$ cat src/rtl/vga_pkg.sv
// Shared VGA geometry constants and paddle FSM types used by the game logic,
// the paddle renderer and debug taps.
package vga_pkg;

    localparam int unsigned VER_PIXELS     = 768;
    localparam int unsigned PAD_HEIGHT_DEF = 72;
    localparam int unsigned PAD_Y_MAX      = VER_PIXELS - PAD_HEIGHT_DEF;

    typedef enum logic [1:0] {
        StIdle,
        StSlow,
        StFast
    } paddle_state_t;

    typedef enum logic [1:0] {
        ReqNone,
        ReqUp,
        ReqDown
    } paddle_req_t;

endpackage

$ cat src/rtl/button_debounce.sv
// Two-flop synchroniser followed by a debouncer: the output level follows the
// synchronised button only after it has held a new value for DEBOUNCE_CYCLES clocks.
module button_debounce #(
    parameter int unsigned DEBOUNCE_CYCLES = 500_000
) (
    input  logic clk,
    input  logic rst_n,
    input  logic btn,
    output logic level
);

    localparam int unsigned CW = $clog2(DEBOUNCE_CYCLES + 1);

    logic          sync_a;
    logic          sync_b;
    logic [CW-1:0] cnt;

    always_ff @(posedge clk or negedge rst_n) begin
        if (!rst_n) begin
            sync_a <= 1'b0;
            sync_b <= 1'b0;
            cnt    <= '0;
            level  <= 1'b0;
        end else begin
            sync_a <= btn;
            sync_b <= sync_a;
            // Counter only runs while the synchronised value disagrees with the accepted level.
            if (sync_b == level) begin
                cnt <= '0;
            end else if (cnt == CW'(DEBOUNCE_CYCLES - 1)) begin
                level <= sync_b;
                cnt   <= '0;
            end else begin
                cnt <= cnt + 1'b1;
            end
        end
    end

endmodule

$ cat src/rtl/paddle_controller.sv
// Paddle position generator: debounced up/down buttons drive a slow/fast ramping
// stepper that moves y_pad once per timing_tick, clamped to the visible area.
module paddle_controller
    import vga_pkg::*;
#(
    parameter int unsigned PAD_HEIGHT      = PAD_HEIGHT_DEF,
    parameter int unsigned DEBOUNCE_CYCLES = 500_000,
    parameter int unsigned V_SLOW          = 2,
    parameter int unsigned V_FAST          = 4,
    parameter int unsigned RAMP_TICKS      = 16
) (
    input  logic       clk,
    input  logic       rst_n,
    input  logic       timing_tick,
    input  logic       btn_up,
    input  logic       btn_down,
    output logic [9:0] y_pad,
    output logic       moving
);

    localparam int unsigned RCW     = $clog2(RAMP_TICKS + 1);
    localparam logic [10:0] Y_MAX   = 11'(VER_PIXELS - PAD_HEIGHT);
    localparam logic [9:0]  Y_RESET = 10'((VER_PIXELS - PAD_HEIGHT) / 2);

    logic           up_lvl;
    logic           down_lvl;
    paddle_req_t    req;
    paddle_state_t  state;
    logic           dir_down;
    logic [RCW-1:0] ramp_cnt;
    logic [10:0]    step;
    logic [10:0]    sum;
    logic [9:0]     y_next;

    button_debounce #(
        .DEBOUNCE_CYCLES(DEBOUNCE_CYCLES)
    ) u_deb_up (
        .clk  (clk),
        .rst_n(rst_n),
        .btn  (btn_up),
        .level(up_lvl)
    );

    button_debounce #(
        .DEBOUNCE_CYCLES(DEBOUNCE_CYCLES)
    ) u_deb_down (
        .clk  (clk),
        .rst_n(rst_n),
        .btn  (btn_down),
        .level(down_lvl)
    );

    always_comb begin
        req = ReqNone;
        if (up_lvl && !down_lvl) begin
            req = ReqUp;
        end else if (down_lvl && !up_lvl) begin
            req = ReqDown;
        end
    end

    // Moving up past zero wraps into bit 10 or above Y_MAX; either way it pins to 0.
    always_comb begin
        step = (state == StFast) ? 11'(V_FAST) : 11'(V_SLOW);
        sum  = dir_down ? ({1'b0, y_pad} + step) : ({1'b0, y_pad} - step);
        if (!dir_down && (sum[10] || sum > Y_MAX)) begin
            y_next = '0;
        end else if (dir_down && sum > Y_MAX) begin
            y_next = Y_MAX[9:0];
        end else begin
            y_next = sum[9:0];
        end
    end

    always_ff @(posedge clk or negedge rst_n) begin
        if (!rst_n) begin
            state    <= StIdle;
            dir_down <= 1'b0;
            ramp_cnt <= '0;
            y_pad    <= Y_RESET;
            moving   <= 1'b0;
        end else begin
            moving <= (state != StIdle);
            unique case (state)
                StIdle: begin
                    if (req != ReqNone) begin
                        state    <= StSlow;
                        dir_down <= (req == ReqDown);
                        ramp_cnt <= '0;
                    end
                end
                StSlow, StFast: begin
                    if (req == ReqNone) begin
                        state <= StIdle;
                    end else if ((req == ReqDown) != dir_down) begin
                        state    <= StSlow;
                        dir_down <= (req == ReqDown);
                        ramp_cnt <= '0;
                    end else if (timing_tick) begin
                        y_pad <= y_next;
                        if (state == StSlow) begin
                            ramp_cnt <= ramp_cnt + 1'b1;
                            if (ramp_cnt == RCW'(RAMP_TICKS - 1)) begin
                                state <= StFast;
                            end
                        end
                    end
                end
                default: state <= StIdle;
            endcase
        end
    end

endmodule

$ cat config.mk
export PLATFORM = sky130hd
export DESIGN_NAME = paddle_controller
export DESIGN_NICKNAME = d
export VERILOG_FILES = /design/src/rtl/vga_pkg.sv /design/src/rtl/button_debounce.sv /design/src/rtl/paddle_controller.sv
export SDC_FILE = /design/constraint.sdc
export NUM_CORES = 1
export LEC_CHECK = 0
export BUFFER_PORTS_ARGS = -buffer_cell sky130_fd_sc_hd__buf_2
export CORE_AREA = 2 2 115 117
export CTS_CLUSTER_SIZE = 40
export DETAILED_ROUTE_END_ITERATION = 6
export DIE_AREA = 0 0 117 119
export PLACE_DENSITY = 0.46
export SYNTH_ARGS = -nofsm -noshare
export SYNTH_HDL_FRONTEND = slang
export SYNTH_SLANG_ARGS = --single-unit
$ cat constraint.sdc
create_clock -name clk -period 3.5 [get_ports clk]
set_input_delay 0.175 -clock clk [delete_from_list [all_inputs] [get_ports clk]]
set_output_delay 0.175 -clock clk [all_outputs]
set_load 0.02 [all_outputs]
Word-level counts from Yosys, hierarchy flattened. Cells that the tools add are included.

Word-level logic and storage cells: 87. Register bits after elaboration: 63. ROM bits: 0. Bits in writable memories: 0. Output and inout bits: 11. Bits in latches: 0. Memories: 0. Input bits: 5.

Reductions and logical operators: 20. Shifts and indexed selects: 0. Bitwise gates (word level): 4. Multiplexer cells: 27. Equal/unequal tests: 17. Magnitude comparators: 1. Divide/modulo/power cells: 0. Multipliers: 0. $add $sub $neg: 5.

Operators by type and width (number): 2-to-1 mux 19 bit (4); adder 19 x 1 -> 19 bit (second input constant) (2); == test 19 bit (second input constant) (2); 2-to-1 mux 5 bit (5); 2-to-1 mux 10 bit (2); 2-to-1 mux 2 bit (8); != test 4 bit (second input constant) (3); AND reduction 4 bit (3); adder 10 x 3 -> 11 bit (1); > comparator 11 x 10 -> 1 bit (second input constant) (1); 2-to-1 mux 11 bit (1); subtractor 10 x 3 -> 11 bit (1); one-hot mux 5 bit (2 select lines) (1); != test 2 bit (second input constant) (3); != test 3 bit (second input constant) (2); nonzero test 2 bit (3); adder 5 x 1 -> 5 bit (second input constant) (1); == test 5 x 4 -> 1 bit (second input constant) (1); AND reduction 5 bit (1); == test 2 bit (second input constant) (2); logical AND 1 bit (4); logical NOT 2 bit (2); inverter 1 bit (4); one-hot mux 2 bit (2 select lines) (1); other kinds (10) (16).

Depth between registers and ports, before layout.
Depth after elaboration: 9. Gate-level depth with buffers: 12. Gate-level depth less buffers: 12.

Hierarchy. From an unflattened synthesis, not the netlist that was laid out.

Cell total of the unflattened synthesis: 383. Area total of the unflattened synthesis: 3662.3 µm².

By module, submodules not included: button_debounce (instances 2, area each 1079.8 µm², cells each 105); paddle_controller (instances 1, area each 1502.7 µm², cells each 173).

Worst setup path after synthesis. No wires, ideal clock.

Kind: reg2reg. Start: reg state[0]. End: reg y_pad[5]. Stages on the path, launching flop included: 13. Arrival: 2.728 ns. Slack: 0.703 ns. Library setup time: 0.069 ns. Clock period less this slack: 2.797 ns. Buffers on the path: 0. Path through: dfrtp_1 -> inv_1 -> ha_1 -> inv_1 -> ha_1 -> fa_1 -> and3_1 -> or3_1 -> o211ai_1 -> a21boi_2 -> o21a_1 -> or4_1 -> nand3_1.

Longest elaborated chain between the ends: 8. Elaborated cells between the ends (all ways): 14. Those cells by class: add/sub (2); order compare (1); eq/ne (2); mux (4); reduce/logical (5).

Ends and longest elaborated chain: start: declaration (line paddle_controller.sv:28) `paddle_state_t state;`; start signal: assignment (line paddle_controller.sv:77) `state <= StIdle;`; start signal: assignment (line paddle_controller.sv:87) `state <= StSlow;`; start signal: assignment (line paddle_controller.sv:94) `state <= StIdle;`; == test 2 bit (line paddle_controller.sv:64, paddle_controller.sv:84); 2-to-1 mux 3 bit (line paddle_controller.sv:64) `step = (state == StFast) ? 11'(V_FAST) : 11'(V_SLOW);`; subtractor 10 x 3 -> 11 bit or adder 10 x 3 -> 11 bit (tied branches) (line paddle_controller.sv:65) `sum = dir_down ? ({1'b0, y_pad} + step) : ({1'b0, y_pad} - step);`; 2-to-1 mux 11 bit (line paddle_controller.sv:65); > comparator 11 x 10 -> 1 bit (line paddle_controller.sv:66, paddle_controller.sv:68); logical AND 1 bit or logical OR 1 bit (tied branches) (line paddle_controller.sv:68, paddle_controller.sv:66); 2-to-1 mux 10 bit or logical AND 1 bit (tied branches) (line paddle_controller.sv:68, paddle_controller.sv:66); 2-to-1 mux 10 bit (line paddle_controller.sv:66) `if (!dir_down && (sum[10] || sum > Y_MAX)) begin`; end signal: assignment (line paddle_controller.sv:100) `y_pad <= y_next;`; end: declaration (line paddle_controller.sv:17) `output logic [9:0] y_pad,`.

Parallel ways exist; a longest one is shown, timed or not. A chain may end at the register's enable or synchronous reset.

Worst setup path in the final report.
Start: reg state[0]. End: reg y_pad[4].

Same word-level chain as after synthesis.

==> summary by stage <==
Outcome
The run finished with clean final reports.

Yosys
In the synthesized netlist, the number of instances is roughly 370. The Yosys warning count is 0. Yosys mapped a number of flops with a built-in enable equal to 0. The number of register bits inferred by synthesis is 62. The post-synth net total is 396. The share of the Yosys chip area taken by registers is between 40% and 50%. The cell area after synthesis is between 0.003 and 0.004 mm2. The average size of a mapped cell is ~9.4 um2.

The async set-or-reset flop fraction in the synthesized netlist is 100.0%. The distinct cell type count of the synthesized netlist is 55. Among all flip-flop cells after synthesis, the most frequent one is sky130_fd_sc_hd__dfrtp_1.

STA
Setup total negative slack on the finished layout was measured at 0 ps. Across all hold checks on the routed design, the worst slack comes to 340.3 ps. The number of endpoints with negative hold slack in the final report is 0. Clock skew on the completed layout was measured at about 7.9 ps.

Static timing analysis puts the maximum clock frequency at 0.3204 GHz. Setup repair after global routing left no endpoint under its margin. Of the available clock period, the critical path in the final layout requires 89.18%. The final setup violation count is 0. The number of max-slew violations in the final report is 0. The routed design could run at a clock period as short as between 3000 and 4000 ps.

GRT
The total overflow reported by the global router is 0. The total routing resource utilization after global routing is between 10 and 15%. The first global-routing pass estimated 11.98 mm of wire. The initial antenna violation count is 0. Entering global routing, the biggest net connects 29 pins. The number of global-route vias before repair is approximately 2600.

Clocking
The clock root buffer is sky130_fd_sc_hd__clkbuf_16. Counting the buffers created by CTS gives 9. The H-tree generated during clock tree synthesis spans 3 levels.

The later pin in the worst-skew pair is clocked with a latency of 330 ps. Clock-pin slew was measured on the worst setup and hold paths at roughly 50 ps. Buffers inserted to repair hold after CTS numbered 3. Post-CTS timing repair inserted 0 buffers for setup. The number of clock sinks is 62. The post-cts gate resize count is 0. The maximum count of clock buffers along a single path is 2. The CTS tree is done.

Critical path
The longest individual stage delay on the worst path is approximately 470 ps. The arrival time at the worst endpoint is roughly 3400 ps. The data required time at the worst endpoint is 3760 ps. The kind of cell adding the most delay to the critical path is adder cells. For this design, the slowest cell found on the critical path is sky130_fd_sc_hd__or4_1. In this run the worst path has a maximum fanout of 5. The combined buffer and inverter count along the critical path is 2. The worst setup path is captured at a register. Walking the worst path, the cells encountered are inv_1 > ha_1 > inv_1 > ha_1 > fa_1 > xnor2_1 > a2111oi_0 > o211ai_1 > a21boi_2 > o21a_1 > or4_1 > nand3_1. The critical path is of the reg2reg type. The category of the worst setup path launch point is a register.

Job
The number of violations of the max-capacitance limit is 0.

Floorplanning
Once the floorplan was initialized, standard cells occupied 27.16% of the core. The die height is between 100 and 150 um. The number of primary I/O pins is 16.

Measured along the x axis, the die boundary spans between 100 and 150 um. The core region is 0.01287 mm2. The area of the die is around 0.014 mm2. The floorplan has between 40 and 50 rows.

Placement
The final weighted congestion in routability-driven placement is around 0.75. Buffers placed on the I/O ports in this run total 14. The detailed placement HPWL is around 4.9 mm. Summing all placed instances gives a cell area of between 0.003 and 0.004 mm2.

Routing
The remaining number of nets flagged by the antenna check after routing is 0. The pre-antenna-repair detailed-routing pass consisted of 6 iterations. The overall routed net length is 6.809 mm. The mean routed wirelength per cell is 11.88 um. The number of DRC markers after the initial detailed-route iteration is 190.

The total number of vias is 2621. Dividing the detail-routed via count by the number of cells gives 4.574. The number of DRC violations after detailed routing is 0.

Power and ir drop
The areal power density over the cells is between 300 and 400 mW/mm2. For this design the static power due to leakage is between 1.5 and 2 nW. The worst ir drop on vdd is around 0.20 mV.

Finish
For this run, the post-layout net count is between 400 and 500. The fraction of final layout cells with drive strength greater than 1 is 11.59%. Leaving out fill and tap cells, the most frequent cells in the layout are 57 x sky130_fd_sc_hd__dfrtp_1, 52 x sky130_fd_sc_hd__nor2_1, 38 x sky130_fd_sc_hd__nand2_1, 22 x sky130_fd_sc_hd__xor2_1, 20 x sky130_fd_sc_hd__xnor2_1. 0 antenna diodes ended up in the layout. The layout has approximately 1400 filler cells. The relative area change from synthesis to final layout is 15.78%. Leaving out fill and tap cells, the most frequent cell in the layout is sky130_fd_sc_hd__dfrtp_1. Summing all non-filler instances in the final layout gives an area of 0.004049 mm2.

Min path
The min-delay analysis places its worst path in the category in2async.
==> worst register-to-register path, stage by stage, from the launching register on <==
cell	delay, ps
sky130_fd_sc_hd__dfrtp_1	410
sky130_fd_sc_hd__inv_1	120
sky130_fd_sc_hd__ha_1	150
sky130_fd_sc_hd__inv_1	50
sky130_fd_sc_hd__ha_1	210
sky130_fd_sc_hd__fa_1	430
sky130_fd_sc_hd__xnor2_1	420
sky130_fd_sc_hd__a2111oi_0	140
sky130_fd_sc_hd__o211ai_1	230
sky130_fd_sc_hd__a21boi_2	110
sky130_fd_sc_hd__o21a_1	210
sky130_fd_sc_hd__or4_1	470
sky130_fd_sc_hd__nand3_1	100
==> cell usage after synthesis, drive strengths merged, types with 2 or more instances <==
master	n	area (um2)
nor4	2	12.51
a21o	5	37.54
nor4b	4	35.03
nand4	10	62.56
nand2	38	142.6
nand3	17	85.08
a21oi	10	53.80
inv	13	48.80
and2	5	31.28
dfrtp	57	1426
clkbuf	5	18.77
xor2	22	192.7
nor2	53	201.5
xnor2	20	175.2
and3	8	55.05
o31ai	3	22.52
nand2b	2	12.51
ha	19	237.7
o21a	2	15.01
a2111oi	3	26.28
nor3	6	30.03
buf	6	37.53
or4	2	15.01
and4	3	26.28
a221oi	3	32.53
o211ai	2	15.01
or3	3	18.77
nor2b	3	18.77
or2	4	25.02
a31oi	2	12.51
dfstp	5	131.4
mux2	2	22.52
o21ai	19	95.09
==> stage by stage <==
stage	utilization, %	worst slack [ps]	total power [mW]	std cells
2_1_floorplan	-	702.6	0.7614	371
3_3_place_gp	29.27	559.2	0.7837	555
3_5_place_dp	29.27	461.2	0.7840	555
4_1_cts	31.45	418.0	1.559	573
5_1_grt	31.45	130.8	1.600	573
6_report	31.45	378.8	1.533	573
==> report_power, final <==
part / total (mW) / internal [mW] / switching [mW]
registers: 0.732 / 0.726 / 0.00600
clock network: 0.760 / 0.472 / 0.288
logic: 0.0401 / 0.0121 / 0.0279
==> flip-flops by register name (all words and copies together), names as in the netlist <==
| register | count |
|---|---|
| y_pad | 9 |
| u_deb_down.sync_a | 1 |
| u_deb_up.cnt | 19 |
| u_deb_up.sync_b | 1 |
| u_deb_down.level | 1 |
| u_deb_up.level | 1 |
| u_deb_down.cnt | 19 |
| u_deb_up.sync_a | 1 |
| moving | 1 |
| ramp_cnt | 5 |
| dir_down | 1 |
| u_deb_down.sync_b | 1 |
| state | 2 |
==> kinds of logic (layout without fill, tap and decap cells) <==
kind of cell,count (synthesis),in the layout,synth area share [%]
buffers and inverters,24,50,3.005
XOR/XNOR,42,42,10.52
AO/OA/AOI/OAI,58,58,11.27
AND/OR/NAND/NOR,162,162,22.54
multiplexers,2,2,0.6440
flip-flops,62,62,44.54
adder cells (fa/ha/maj),20,20,7.370
other,1,1,0.1072
==> final timing paths <==
check                      slack [ps]       startpoint  cells after the start                to
setup reg to reg                  380         state[0]                     12          y_pad[4]
min in group clk                  360  u_deb_up.sync_a                      0   u_deb_up.sync_b
max in group asynchronous        2390            rst_n                      3          y_pad[3]
hold reg to reg                   360  u_deb_up.sync_a                      0   u_deb_up.sync_b
hold / removal                    340            rst_n                      2  u_deb_up.cnt[11]
setup / recovery                  380         state[0]                     12          y_pad[4]
==> layout make-up <==
class / count / area (um2) / share of cell area, %
Timing Repair Buffer: 22 / 137.6 / 3.399
Multi-Input combinational cell: 285 / 1834 / 45.30
Tap cell: 176 / 220.2 / 5.439
Sequential cell: 62 / 1558 / 38.47
Clock buffer: 13 / 240.2 / 5.933
Clock inverter: 2 / 10.01 / 0.2472
Inverter: 13 / 48.80 / 1.205
==> metal layers <==
metal / share of wire, % / wire [um] / GRT usage, %
met2: 45 / 3047 / 16.18
met5: 0 / 0 / 0
met3: 3.0 / 206 / 2.239
met1: 50 / 3407 / 14.88
met4: 2.2 / 147 / 5.221
No activity file was read; power rests on OpenSTA's default activity.
